$ cat src/rtl/ex_mem_stage.sv
// EX->MEM pipeline register with stall/bubble/flush control and EX scratch feedback.
// Optional bubble/hold performance counters under EX_MEM_PERF_EN.
module ex_mem_stage #(
  parameter int unsigned DATA_W    = 32,
  parameter int unsigned REGADDR_W = 5,
  parameter int unsigned ALUOP_W   = 8,
  parameter logic [ALUOP_W-1:0] NOP_OP = '0,
  parameter int unsigned CARRY_W   = 64,
  parameter int unsigned CNT_W     = 2,
  parameter int unsigned STALL_W   = 6,
  parameter int unsigned STAGE_IDX = 3,
  parameter int unsigned PERF_W    = 16
) (
  input  logic                 clk,
  input  logic                 rst,
  input  logic [STALL_W-1:0]   stall,
  input  logic                 flush,
  input  logic                 ex_valid,
  input  logic                 ex_wreg,
  input  logic                 ex_whilo,
  input  logic [REGADDR_W-1:0] ex_wd,
  input  logic [DATA_W-1:0]    ex_wdata,
  input  logic [DATA_W-1:0]    ex_hi,
  input  logic [DATA_W-1:0]    ex_lo,
  input  logic [DATA_W-1:0]    ex_mem_addr,
  input  logic [DATA_W-1:0]    ex_reg2,
  input  logic [ALUOP_W-1:0]   ex_aluop,
  input  logic [CARRY_W-1:0]   carry_i,
  input  logic [CNT_W-1:0]     cnt_i,
  output logic                 mem_valid,
  output logic [REGADDR_W-1:0] mem_wd,
  output logic                 mem_wreg,
  output logic [DATA_W-1:0]    mem_wdata,
  output logic [DATA_W-1:0]    mem_hi,
  output logic [DATA_W-1:0]    mem_lo,
  output logic                 mem_whilo,
  output logic [ALUOP_W-1:0]   mem_aluop,
  output logic [DATA_W-1:0]    mem_mem_addr,
  output logic [DATA_W-1:0]    mem_reg2,
  output logic [CARRY_W-1:0]   carry_o,
  output logic [CNT_W-1:0]     cnt_o,
  output logic [1:0]           stage_act
`ifdef EX_MEM_PERF_EN
  ,
  output logic [PERF_W-1:0]    bubble_cnt,
  output logic [PERF_W-1:0]    hold_cnt
`endif
);

  typedef struct packed {
    logic                 valid;
    logic                 wreg;
    logic                 whilo;
    logic [REGADDR_W-1:0] wd;
    logic [DATA_W-1:0]    wdata;
    logic [DATA_W-1:0]    hi;
    logic [DATA_W-1:0]    lo;
    logic [DATA_W-1:0]    addr;
    logic [DATA_W-1:0]    reg2;
    logic [ALUOP_W-1:0]   aluop;
  } bundle_t;

  typedef enum logic [1:0] {
    ACT_ADV   = 2'd0,
    ACT_BUB   = 2'd1,
    ACT_HOLD  = 2'd2,
    ACT_FLUSH = 2'd3
  } act_e;

  localparam bundle_t NOP_B = '{
    valid: 1'b0,
    wreg:  1'b0,
    whilo: 1'b0,
    wd:    '0,
    wdata: '0,
    hi:    '0,
    lo:    '0,
    addr:  '0,
    reg2:  '0,
    aluop: NOP_OP
  };

  bundle_t            r_b;
  bundle_t            w_b_nxt;
  bundle_t            w_ex;
  logic [CARRY_W-1:0] r_carry;
  logic [CARRY_W-1:0] w_carry_nxt;
  logic [CNT_W-1:0]   r_cnt;
  logic [CNT_W-1:0]   w_cnt_nxt;
  act_e               r_act;
  act_e               w_act;
  logic [1:0]         w_sn;
  logic               w_s;
  logic               w_n;

  // Own bit and next-stage bit, taken by shift so the full vector is consumed.
  assign w_sn = 2'(stall >> STAGE_IDX);
  assign w_s  = w_sn[0];
  assign w_n  = w_sn[1];

  always_comb begin
    w_ex       = NOP_B;
    w_ex.valid = ex_valid;
    w_ex.wreg  = ex_wreg;
    w_ex.whilo = ex_whilo;
    w_ex.wd    = ex_wd;
    w_ex.wdata = ex_wdata;
    w_ex.hi    = ex_hi;
    w_ex.lo    = ex_lo;
    w_ex.addr  = ex_mem_addr;
    w_ex.reg2  = ex_reg2;
    w_ex.aluop = ex_aluop;
  end

  // Flush outranks stall; s=0 with n=1 falls through to advance.
  always_comb begin
    w_act = ACT_ADV;
    priority case (1'b1)
      flush:        w_act = ACT_FLUSH;
      w_s && !w_n:  w_act = ACT_BUB;
      w_s && w_n:   w_act = ACT_HOLD;
      default:      w_act = ACT_ADV;
    endcase
  end

  always_comb begin
    w_b_nxt     = r_b;
    w_carry_nxt = '0;
    w_cnt_nxt   = '0;
    unique case (w_act)
      ACT_FLUSH: w_b_nxt = NOP_B;
      ACT_BUB: begin
        w_b_nxt     = NOP_B;
        w_carry_nxt = carry_i;
        w_cnt_nxt   = cnt_i;
      end
      ACT_HOLD: begin
        w_carry_nxt = carry_i;
        w_cnt_nxt   = cnt_i;
      end
      default: w_b_nxt = w_ex;
    endcase
  end

  always_ff @(posedge clk or negedge rst) begin
    if (!rst) begin
      r_b     <= NOP_B;
      r_carry <= '0;
      r_cnt   <= '0;
      r_act   <= ACT_ADV;
    end else begin
      r_b     <= w_b_nxt;
      r_carry <= w_carry_nxt;
      r_cnt   <= w_cnt_nxt;
      r_act   <= w_act;
    end
  end

  assign mem_valid    = r_b.valid;
  assign mem_wd       = r_b.wd;
  assign mem_wreg     = r_b.wreg;
  assign mem_wdata    = r_b.wdata;
  assign mem_hi       = r_b.hi;
  assign mem_lo       = r_b.lo;
  assign mem_whilo    = r_b.whilo;
  assign mem_aluop    = r_b.aluop;
  assign mem_mem_addr = r_b.addr;
  assign mem_reg2     = r_b.reg2;
  assign carry_o      = r_carry;
  assign cnt_o        = r_cnt;
  assign stage_act    = r_act;

`ifdef EX_MEM_PERF_EN
  logic [PERF_W-1:0] r_bub_cnt;
  logic [PERF_W-1:0] r_hold_cnt;

  // Saturating counters; only reset clears them.
  always_ff @(posedge clk or negedge rst) begin
    if (!rst) begin
      r_bub_cnt  <= '0;
      r_hold_cnt <= '0;
    end else begin
      if (w_act == ACT_BUB && !(&r_bub_cnt))
        r_bub_cnt <= r_bub_cnt + 1'b1;
      if (w_act == ACT_HOLD && !(&r_hold_cnt))
        r_hold_cnt <= r_hold_cnt + 1'b1;
    end
  end

  assign bubble_cnt = r_bub_cnt;
  assign hold_cnt   = r_hold_cnt;
`endif

endmodule

$ cat config.mk
export PLATFORM = sky130hd
export DESIGN_NAME = ex_mem_stage
export DESIGN_NICKNAME = d
export VERILOG_FILES = /design/src/rtl/ex_mem_stage.sv
export SDC_FILE = /design/constraint.sdc
export NUM_CORES = 1
export LEC_CHECK = 0
export ABC_AREA = 1
export BUFFER_PORTS_ARGS = -buffer_cell sky130_fd_sc_hd__clkbuf_2
export CORE_ASPECT_RATIO = 0.5
export CORE_UTILIZATION = 30
export DETAILED_ROUTE_END_ITERATION = 8
export GPL_ROUTABILITY_DRIVEN = 0
export SYNTH_ARGS = -nofsm -noshare
export SYNTH_HDL_FRONTEND = slang
export SYNTH_SLANG_ARGS = --single-unit
$ cat constraint.sdc
create_clock -name clk -period 1.61 [get_ports clk]
set_input_delay 0.161 -clock clk [delete_from_list [all_inputs] [get_ports clk]]
set_output_delay 0.161 -clock clk [all_outputs]
set_load 0.05 [all_outputs]
After elaboration in Yosys (flattened, before gate mapping)

Index checks and enable logic that the tools add are counted.

Flip-flop bits (word level): 244
Logic and storage cells: 27

Reduce and logical (&&, ||, !) cells: 5
Equality and inequality tests: 3
Multiplexer cells: 6

Operators by type and width:

| cell                                           | number |
|---|---|
| case mux 176 bit (2 select lines)              | 1 |
| 2-to-1 mux 64 bit                              | 1 |
| 2-to-1 mux 2 bit                               | 4 |
| == test 2 bit (second input constant)          | 2 |
| OR reduction 2 bit                             | 2 |
| == test 2 x 1 -> 1 bit (second input constant) | 1 |
| logical AND 1 bit                              | 2 |
| zero test 1 bit                                | 1 |

Longest topological paths before layout

Gate-level depths: netlist of the first run.

Depth after elaboration: 7
Gate-level depth with buffers: 6
Mapped depth without buffers: 3

Worst setup path after synthesis of the first run

OpenSTA, ideal clock, no wires.

Path type: in2reg
Start point: in stall[3]
End point: reg r_b, in the netlist mem_wdata[16]
Path slack: 695 ps
Arrival time: 850 ps
Stages: 6
Library setup time: 66 ps
Path through: buf_4 nor2_4 buf_4 buf_4 nand2_1 nand2_1

Longest elaborated chain between the ends: 7
Elaborated cells on any way between the ends: 10
Classes of those cells: 3 x eq/ne; 4 x mux; 3 x reduce/logical

RTL lines:

| what                                                           | line | source |
|---|---|---|
| start: declaration                                             | 16   | `input logic [STALL_W-1:0] stall,` |
| logical AND 1 bit                                              | 121  | `w_s && w_n: w_act = ACT_HOLD;` |
| 2-to-1 mux 2 bit                                               | 118  | `priority case (1'b1)` |
| 2-to-1 mux 2 bit * (2 in series)                               | 118  |  |
| == test 2 x 1 -> 1 bit / == test 2 bit (equally long branches) | 130  | `unique case (w_act)` |
| OR reduction 2 bit (no line)                                   | n/a  |  |
| case mux 176 bit (2 select lines)                              | 130  |  |
| end signal: assignment                                         | 152  | `r_b <= w_b_nxt;` |
| end: declaration                                               | 83   | `bundle_t r_b;` |

Mark *: on every way between the ends. The rest lies on a longest branch, timed or not.
A chain may end at the register's enable or synchronous reset.

Final worst setup path of the first run

Start point: reg r_b, in the netlist mem_hi[31]
End point: out mem_hi[31]

RTL lines:

| what             | line | source |
|---|---|---|
| end: declaration | 34   | `output logic [DATA_W-1:0] mem_hi,` |

No word-level cell between the ends.

==> flow_summary.ini, run 1 <==
[critical_path]
arrival_ps = 1270
cp_slowest_stage_delay_ps = 420
setup.worst_path.end_class = output pin
worst_path_max_delay_cell = sky130_fd_sc_hd__dfrtp_1
timing.critical_path.required_ps = 1450
critPathKind = reg -> out
critPathMaxFanout = 2
worst-r2r-setup-slack_ps = 390
timing.critical_path.from_type = register
timing.critical_path.cells = clkbuf_2
critical_path.top_delay_family = flip-flops
timing.critical_path.buf_inv = 1

[power_and_ir_drop]
power.static_leakage_nw = 9.084
intPower_mw = 10.71
swShare = 0.3033
irDropWorstVdd_v = 0.0009233
sequentialPowerShare = 0.426
comb_power_share = 0.198
share_clk_of_total_power = 0.376
net-switching-power_mw = 4.661
power.density_nw_per_um2 = 965.3

[timing]
fmax_mhz = 699.2
worst_pin_slew_ps = 686.4
final-hold-violation-count = 0
setup_viol = 0
slew_violations = 0
final_min_period_over_clock_period = 0.8883
fin_worst_skew_ps = 0
setup-tns-final_ps = 0
timing.final.crit_period_ps = 1430
setup_slack_ps = 179.8
grt_setup_unrepaired = false
worst_slew_margin_rel = 0.5424

[clock_network]
clockBufferDepth = 3
htreeDepth = 1
total_clock_buffers_created_by_cts = 25
cts_tree = built
clk_pin_slew_ps = 70
clk_latency_ps = 520
cts_setup_buffers = 0
root_buffer = sky130_fd_sc_hd__clkbuf_16
clock_sinks = 244

[route]
drcViolationCount = 0
post_drt_via_cell_ratio = 4.623
totalWireLength_microns = 36310
number_of_design_rule_violations_left_by_the_first_detailed_router_iteration = 769
route.vias.total = 9980
detail-route-antenna-nets = 0
routedWlPerCell_microns = 16.82
drt_pass1_iterations = 5

[yosys]
synth.ff_latch_count = 244
syn-num-nets = 1246
yosysTopAreaCell = sky130_fd_sc_hd__dfrtp_1
ys_warn_count = 0
ys_top_cells_by_area = sky130_fd_sc_hd__dfrtp_1 (64%), sky130_fd_sc_hd__nand2_1 (14%), sky130_fd_sc_hd__nand4_1 (12%)
yosys.area.top_type_share = 0.6418
netlist-cell-type-count = 13
synth.yosys.seq_area_share = 0.6418
syn_area_sq_um = 9514
synth_cells = 995
synthesized_area_divided_by_synthesized_cell_count_sq_um = 9.562

[final_layout]
areaGrowthSynthToFinish_pct = 67.36
final_cell_area_sq_um = 15920
finish.net_count = 1970
final_core_util = 0.5179
drive_above_1_share = 0.3218
final_cell_count_no_fill = 2159

[floorplan]
core_region_area_sq_um = 30740
placementRows = 45
die-height_microns = 127.9
initial_core_util = 0.3095
count_of_pins_on_the_block_boundary = 495
dieWidth_microns = 253.9
design.die.area_sq_um = 32470

[placement]
dp_slack_ps = 287.2
post-place-cells = 1851
dp_hpwl_microns = 22490
dpl-instance-area_sq_um = 12490
io_buffers = 490

[global_routing]
grt_start_max_net_pins = 107
tot_gr_track_use = 0.2205
antenna_found_initial = 2
grt_first_pass_wirelength_microns = 56170
globalRouteOverflowTotal = 0
grt_pass1_vias = 10108

[flow_run]
max_cap_violations = 0

[status]
outcome = finished, final reports clean

[min_path]
hold_path.class = in -> reg
[per-layer routing]
layer	up-vias	track usage	routed length (microns)
met4	0	0.09461	1618
met2	332	0.3754	18480
met5	-	0	0
met1	4847	0.2748	14490
met3	113	0.04203	1717
li1	4688	-	-
[synth_stat cells]
cell and n:
sky130_fd_sc_hd__nand2_1 355, sky130_fd_sc_hd__dfrtp_1 244, sky130_fd_sc_hd__nand4_1 176, sky130_fd_sc_hd__inv_1 66
sky130_fd_sc_hd__nor2_1 66, sky130_fd_sc_hd__buf_2 52, sky130_fd_sc_hd__buf_4 16, sky130_fd_sc_hd__clkbuf_1 10
sky130_fd_sc_hd__buf_1 5, sky130_fd_sc_hd__buf_6 2, sky130_fd_sc_hd__a21oi_1 1, sky130_fd_sc_hd__inv_2 1
sky130_fd_sc_hd__nor2_4 1
[worst reg2reg max path: cells and delay by family, from the launching register on]
kind          cells  cell delay (ps)
flops             1              370
simple gates      2              140
buf+inv           1              580
[sequential cells by signal, summed over array words and instances (netlist names)]
signal,flops
carry_o,64
mem_hi,32
mem_lo,32
mem_mem_addr,32
mem_reg2,32
mem_wdata,32
mem_aluop,8
mem_wd,5
cnt_o,2
stage_act,2
mem_valid,1
mem_whilo,1
mem_wreg,1
[through the flow]
| stage | power, mW | hold WS, ps |
|---|---|---|
| final | 15.37 | 161.3 |
| after floorplan | 8.156 | -134.6 |
| after detailed placement | 9.154 | 148.5 |
| after CTS | 15.52 | 130.7 |
| after global placement | 9.145 | 152.5 |
| after global routing | 16.03 | 157.9 |
[path summary, 6_finish.rpt]
| check | depth (start not counted) | start | endpoint |
|---|---|---|---|
| max in group asynchronous | 3 | rst | mem_hi[10] |
| min in group asynchronous | 2 | rst | mem_lo[22] |
| worst max-delay path | 1 | mem_hi[31] | mem_hi[31] |
| worst min register to register | 2 | mem_lo[28] | mem_lo[28] |
| worst max register to register | 3 | mem_reg2[1] | mem_reg2[1] |
| worst min-delay path | 4 | stall[4] | mem_lo[29] |
[what timing repair did]
action | in CTS | in global routing
hold endpoints to repair | 459 | 0
hold buffers | 264 | 0
gates resized for setup | 0 | 0
[cell families after synthesis]
family	count (synthesis)	synth area share
AND/OR/NAND/NOR	598	0.2830
flip-flops	244	0.6418
buffers and inverters	152	0.07470
AO/OA/AOI/OAI	1	0.0005255
[final cells by class]
cell class / instances / area (sq um)
Antenna cell: 2 / 5.005
Clock buffer: 32 / 671.9
Clock inverter: 10 / 116.4
Fill cell: 2806 / 14820
Inverter: 67 / 254.0
Multi-Input combinational cell: 599 / 2700
Sequential cell: 244 / 6106
Tap cell: 423 / 529.3
Timing Repair Buffer: 782 / 5540
[power groups by stage]
stage / combinational (mW) / sequential [mW] / clock (mW)
after floorplan: 0.522 / 7.63 / 0
after global placement: 2.50 / 6.64 / 0
final: 3.05 / 6.54 / 5.78
after CTS: 3.03 / 6.54 / 5.95
after detailed placement: 2.51 / 6.65 / 0
after global routing: 3.23 / 6.57 / 6.22
[cells in the final DEF, fill, tap and decap left out]
master / synthesis / layout
sky130_fd_sc_hd__clkinv_2: 0 / 5
sky130_fd_sc_hd__dlygate4sd3_1: 0 / 264
sky130_fd_sc_hd__clkbuf_8: 0 / 2
sky130_fd_sc_hd__a21oi_1: 1 / 1
sky130_fd_sc_hd__clkbuf_1: 10 / 5
sky130_fd_sc_hd__clkinv_8: 0 / 1
sky130_fd_sc_hd__diode_2: 0 / 2
sky130_fd_sc_hd__buf_6: 2 / 2
sky130_fd_sc_hd__clkbuf_2: 0 / 487
sky130_fd_sc_hd__buf_8: 0 / 1
sky130_fd_sc_hd__nand2_1: 355 / 354
sky130_fd_sc_hd__clkbuf_16: 0 / 25
sky130_fd_sc_hd__inv_4: 0 / 1
sky130_fd_sc_hd__nor2_4: 1 / 1
sky130_fd_sc_hd__dfrtp_1: 244 / 244
sky130_fd_sc_hd__clkinvlp_4: 0 / 2
sky130_fd_sc_hd__nand4_1: 176 / 176
sky130_fd_sc_hd__buf_4: 16 / 11
sky130_fd_sc_hd__bufinv_16: 0 / 2
sky130_fd_sc_hd__buf_12: 0 / 17
sky130_fd_sc_hd__nor2_1: 66 / 66
sky130_fd_sc_hd__inv_1: 66 / 66
sky130_fd_sc_hd__nand2_2: 0 / 1
Note: power is estimated with default switching activity, not from simulation.
==> inputs of run 2 (changes only) <==
--- a/config.mk
+++ b/config.mk
@@ -5,7 +5,6 @@
 export SDC_FILE = /design/constraint.sdc
 export NUM_CORES = 1
 export LEC_CHECK = 0
-export ABC_AREA = 1
 export BUFFER_PORTS_ARGS = -buffer_cell sky130_fd_sc_hd__clkbuf_2
 export CORE_ASPECT_RATIO = 0.5
 export CORE_UTILIZATION = 30
==> run 2 against run 1 <==
Critical path depth is 5 higher. Flip-flop and latch count is the same. Largest power group unchanged. First-iteration DRC count fell by 40%. Clock skew unchanged. Largest cell class unchanged.
==> flow_summary.ini, run 2 <==
[status]
outcome = finished, final reports clean

[floorplan]
design.die.area_sq_um = 29820
die-height_microns = 122.6
count_of_pins_on_the_block_boundary = 495
core_region_area_sq_um = 28140
dieWidth_microns = 243.2
initial_core_util = 0.3102
placementRows = 43

[yosys]
ys_async_sr_fraction = 1.000
synth.yosys.seq_area_share = 0.6995
ys_top_cells_by_area = sky130_fd_sc_hd__dfrtp_1 (70%), sky130_fd_sc_hd__a32o_1 (20%), sky130_fd_sc_hd__and2_1 (4.8%)
yosysTopAreaCell = sky130_fd_sc_hd__dfrtp_1
syn-num-nets = 809
synth_edf_count = 0
synth.ff_latch_count = 244
ys_warn_count = 0
syn_area_sq_um = 8728
yosysMostFrequentCell = sky130_fd_sc_hd__dfrtp_1
netlist-cell-type-count = 14
synthesized_area_divided_by_synthesized_cell_count_sq_um = 15.64
synthFlopType = sky130_fd_sc_hd__dfrtp_1
synth.cells.most_frequent = sky130_fd_sc_hd__dfrtp_1 (244), sky130_fd_sc_hd__a32o_1 (176), sky130_fd_sc_hd__and2_1 (67)
synth_cells = 558
yosys.area.top_type_share = 0.6995

[final_layout]
areaGrowthSynthToFinish_pct = 70.10
drive_above_1_share = 0.4281
final_cell_area_sq_um = 14850
filler_cell_count = 2385
layout_common_cells = sky130_fd_sc_hd__clkbuf_2 (489), sky130_fd_sc_hd__dlygate4sd3_1 (246), sky130_fd_sc_hd__dfrtp_1 (244), sky130_fd_sc_hd__a32o_1 (176), sky130_fd_sc_hd__and2_1 (66)
max_reg_flops = 64
finish.net_count = 1523
mostFrequentLayoutCell = sky130_fd_sc_hd__clkbuf_2

[flow_run]
max_cap_violations = 0

[clock_network]
clk_latency_ps = 510
root_buffer = sky130_fd_sc_hd__clkbuf_16
clk_pin_slew_ps = 70
clock_sinks = 244
clockBufferDepth = 3
htreeDepth = 1
total_clock_buffers_created_by_cts = 24
cts_tree = built

[critical_path]
timing.critical_path.from_type = primary input
crit-reg2reg-launch = mem_wdata[23]
timing.critical_path.required_ps = 2010
timing.critical_path.cells = dlygate4sd3_1 > clkbuf_2 > inv_4 > buf_16 > o21ai_0 > dlygate4sd3_1
cp_slowest_stage_delay_ps = 570
worst-r2r-setup-slack_ps = 810
setup.worst_path.end_class = register
critPathMaxFanout = 35
crit-reg2reg-capture = mem_wdata[23]
arrival_ps = 1940
path_common_cell = sky130_fd_sc_hd__dlygate4sd3_1
critPathKind = in -> reg
rr_worst_depth = 1
worst_path_max_delay_cell = sky130_fd_sc_hd__dlygate4sd3_1

[timing]
worst_pin_slew_ps = 384.2
final_min_period_over_clock_period = 0.9570
setup_viol = 0
grt_setup_unrepaired = false
slew_violations = 0
worst_slew_margin_rel = 0.7439
timing.final.crit_period_ps = 1541
final-hold-violation-count = 0
fin_worst_skew_ps = 0
setup_slack_ps = 69.16
setup-tns-final_ps = 0
fmax_mhz = 649.0

[route]
drt_pass1_iterations = 7
number_of_design_rule_violations_left_by_the_first_detailed_router_iteration = 465
totalWireLength_microns = 31190
detail-route-antenna-nets = 0
drcViolationCount = 0
routedWlPerCell_microns = 18.68
post_drt_via_cell_ratio = 4.844
route.vias.total = 8089

[min_path]
hold_path.class = in -> async

[global_routing]
grt_start_max_net_pins = 80
grt_first_pass_wirelength_microns = 46070
tot_gr_track_use = 0.1954
grt_pass1_vias = 8506
globalRouteOverflowTotal = 0
antenna_found_initial = 1

[power_and_ir_drop]
irDropWorstVdd_v = 0.0008201
power.density_nw_per_um2 = 1025
power.static_leakage_nw = 7.554

[placement]
dp_hpwl_microns = 20150
io_buffers = 490
dpl-instance-area_sq_um = 11530
dp_slack_ps = 432.2
## run 2: layout make-up
type / count / area [sq um] / share of cell area
Multi-Input combinational cell: 247 / 2220 / 0.1495
Clock buffer: 32 / 711.9 / 0.04795
Antenna cell: 1 / 2.502 / 0.0001685
Inverter: 2 / 10.01 / 0.0006742
Timing Repair Buffer: 753 / 5215 / 0.3513
Tap cell: 382 / 478.0 / 0.03219
Clock inverter: 9 / 103.9 / 0.006995
Sequential cell: 244 / 6106 / 0.4113
## run 2: power by group
part | internal, mW | switching (mW) | total [mW]
logic | 1.04 | 1.81 | 2.84
clock network | 3.42 | 2.41 | 5.83
registers | 6.41 | 0.149 | 6.55
## run 2: worst max-delay path: cells and delay by family
kind,cells,cell delay (ps)
AO/OA/AOI/OAI,1,120
buffers and inverters,5,1650
## run 2: cells by family (layout without fill, tap and decap cells)
| logic type | count (synthesis) | in the layout | share of synthesized area |
|---|---|---|---|
| AO/OA/AOI/OAI | 177 | 177 | 0.2024 |
| buffers and inverters | 67 | 796 | 0.04759 |
| flip-flops | 244 | 244 | 0.6995 |
| other | 0 | 1 | 0 |
| AND/OR/NAND/NOR | 70 | 70 | 0.05046 |
## run 2: how the worst max path moves through the flow
stage / from / cells after the start / to
detailed placement: flush / 4 / mem_wdata[23]
floorplan: stall[4] / 5 / mem_hi[0]
finish: flush / 6 / stage_act[0]
global placement: flush / 4 / mem_reg2[10]
CTS: flush / 6 / stage_act[0]
global route: flush / 6 / stage_act[0]
## run 2: what timing repair did
action | CTS | global route
hold buffers | 246 | 0
gates resized for setup | 0 | 1
endpoints found under the setup margin | 0 | 1
setup buffers | 0 | 0
endpoints found under the hold margin | 488 | 0
## run 2: through the flow
step / std cells / hold WS [ps] / power [mW] / util
6_report: 1670 / 146.1 / 15.23 / 0.5276
5_1_grt: 1670 / 155.1 / 15.84 / 0.5276
4_1_cts: 1668 / 122.2 / 15.40 / 0.5264
3_5_place_dp: 1381 / 94.41 / 8.998 / 0.4099
3_3_place_gp: 1381 / 92.21 / 8.956 / 0.4099
2_1_floorplan: 558 / -134.6 / 8.099 / -
## run 2: metal layers
metal / up-vias / share of wire / track usage
met3: 98 / 0.044 / 0.03871
met4: 0 / 0.037 / 0.07547
met2: 263 / 0.54 / 0.3543
li1: 3602 / - / -
met5: - / 0 / 0
met1: 4126 / 0.38 / 0.2305
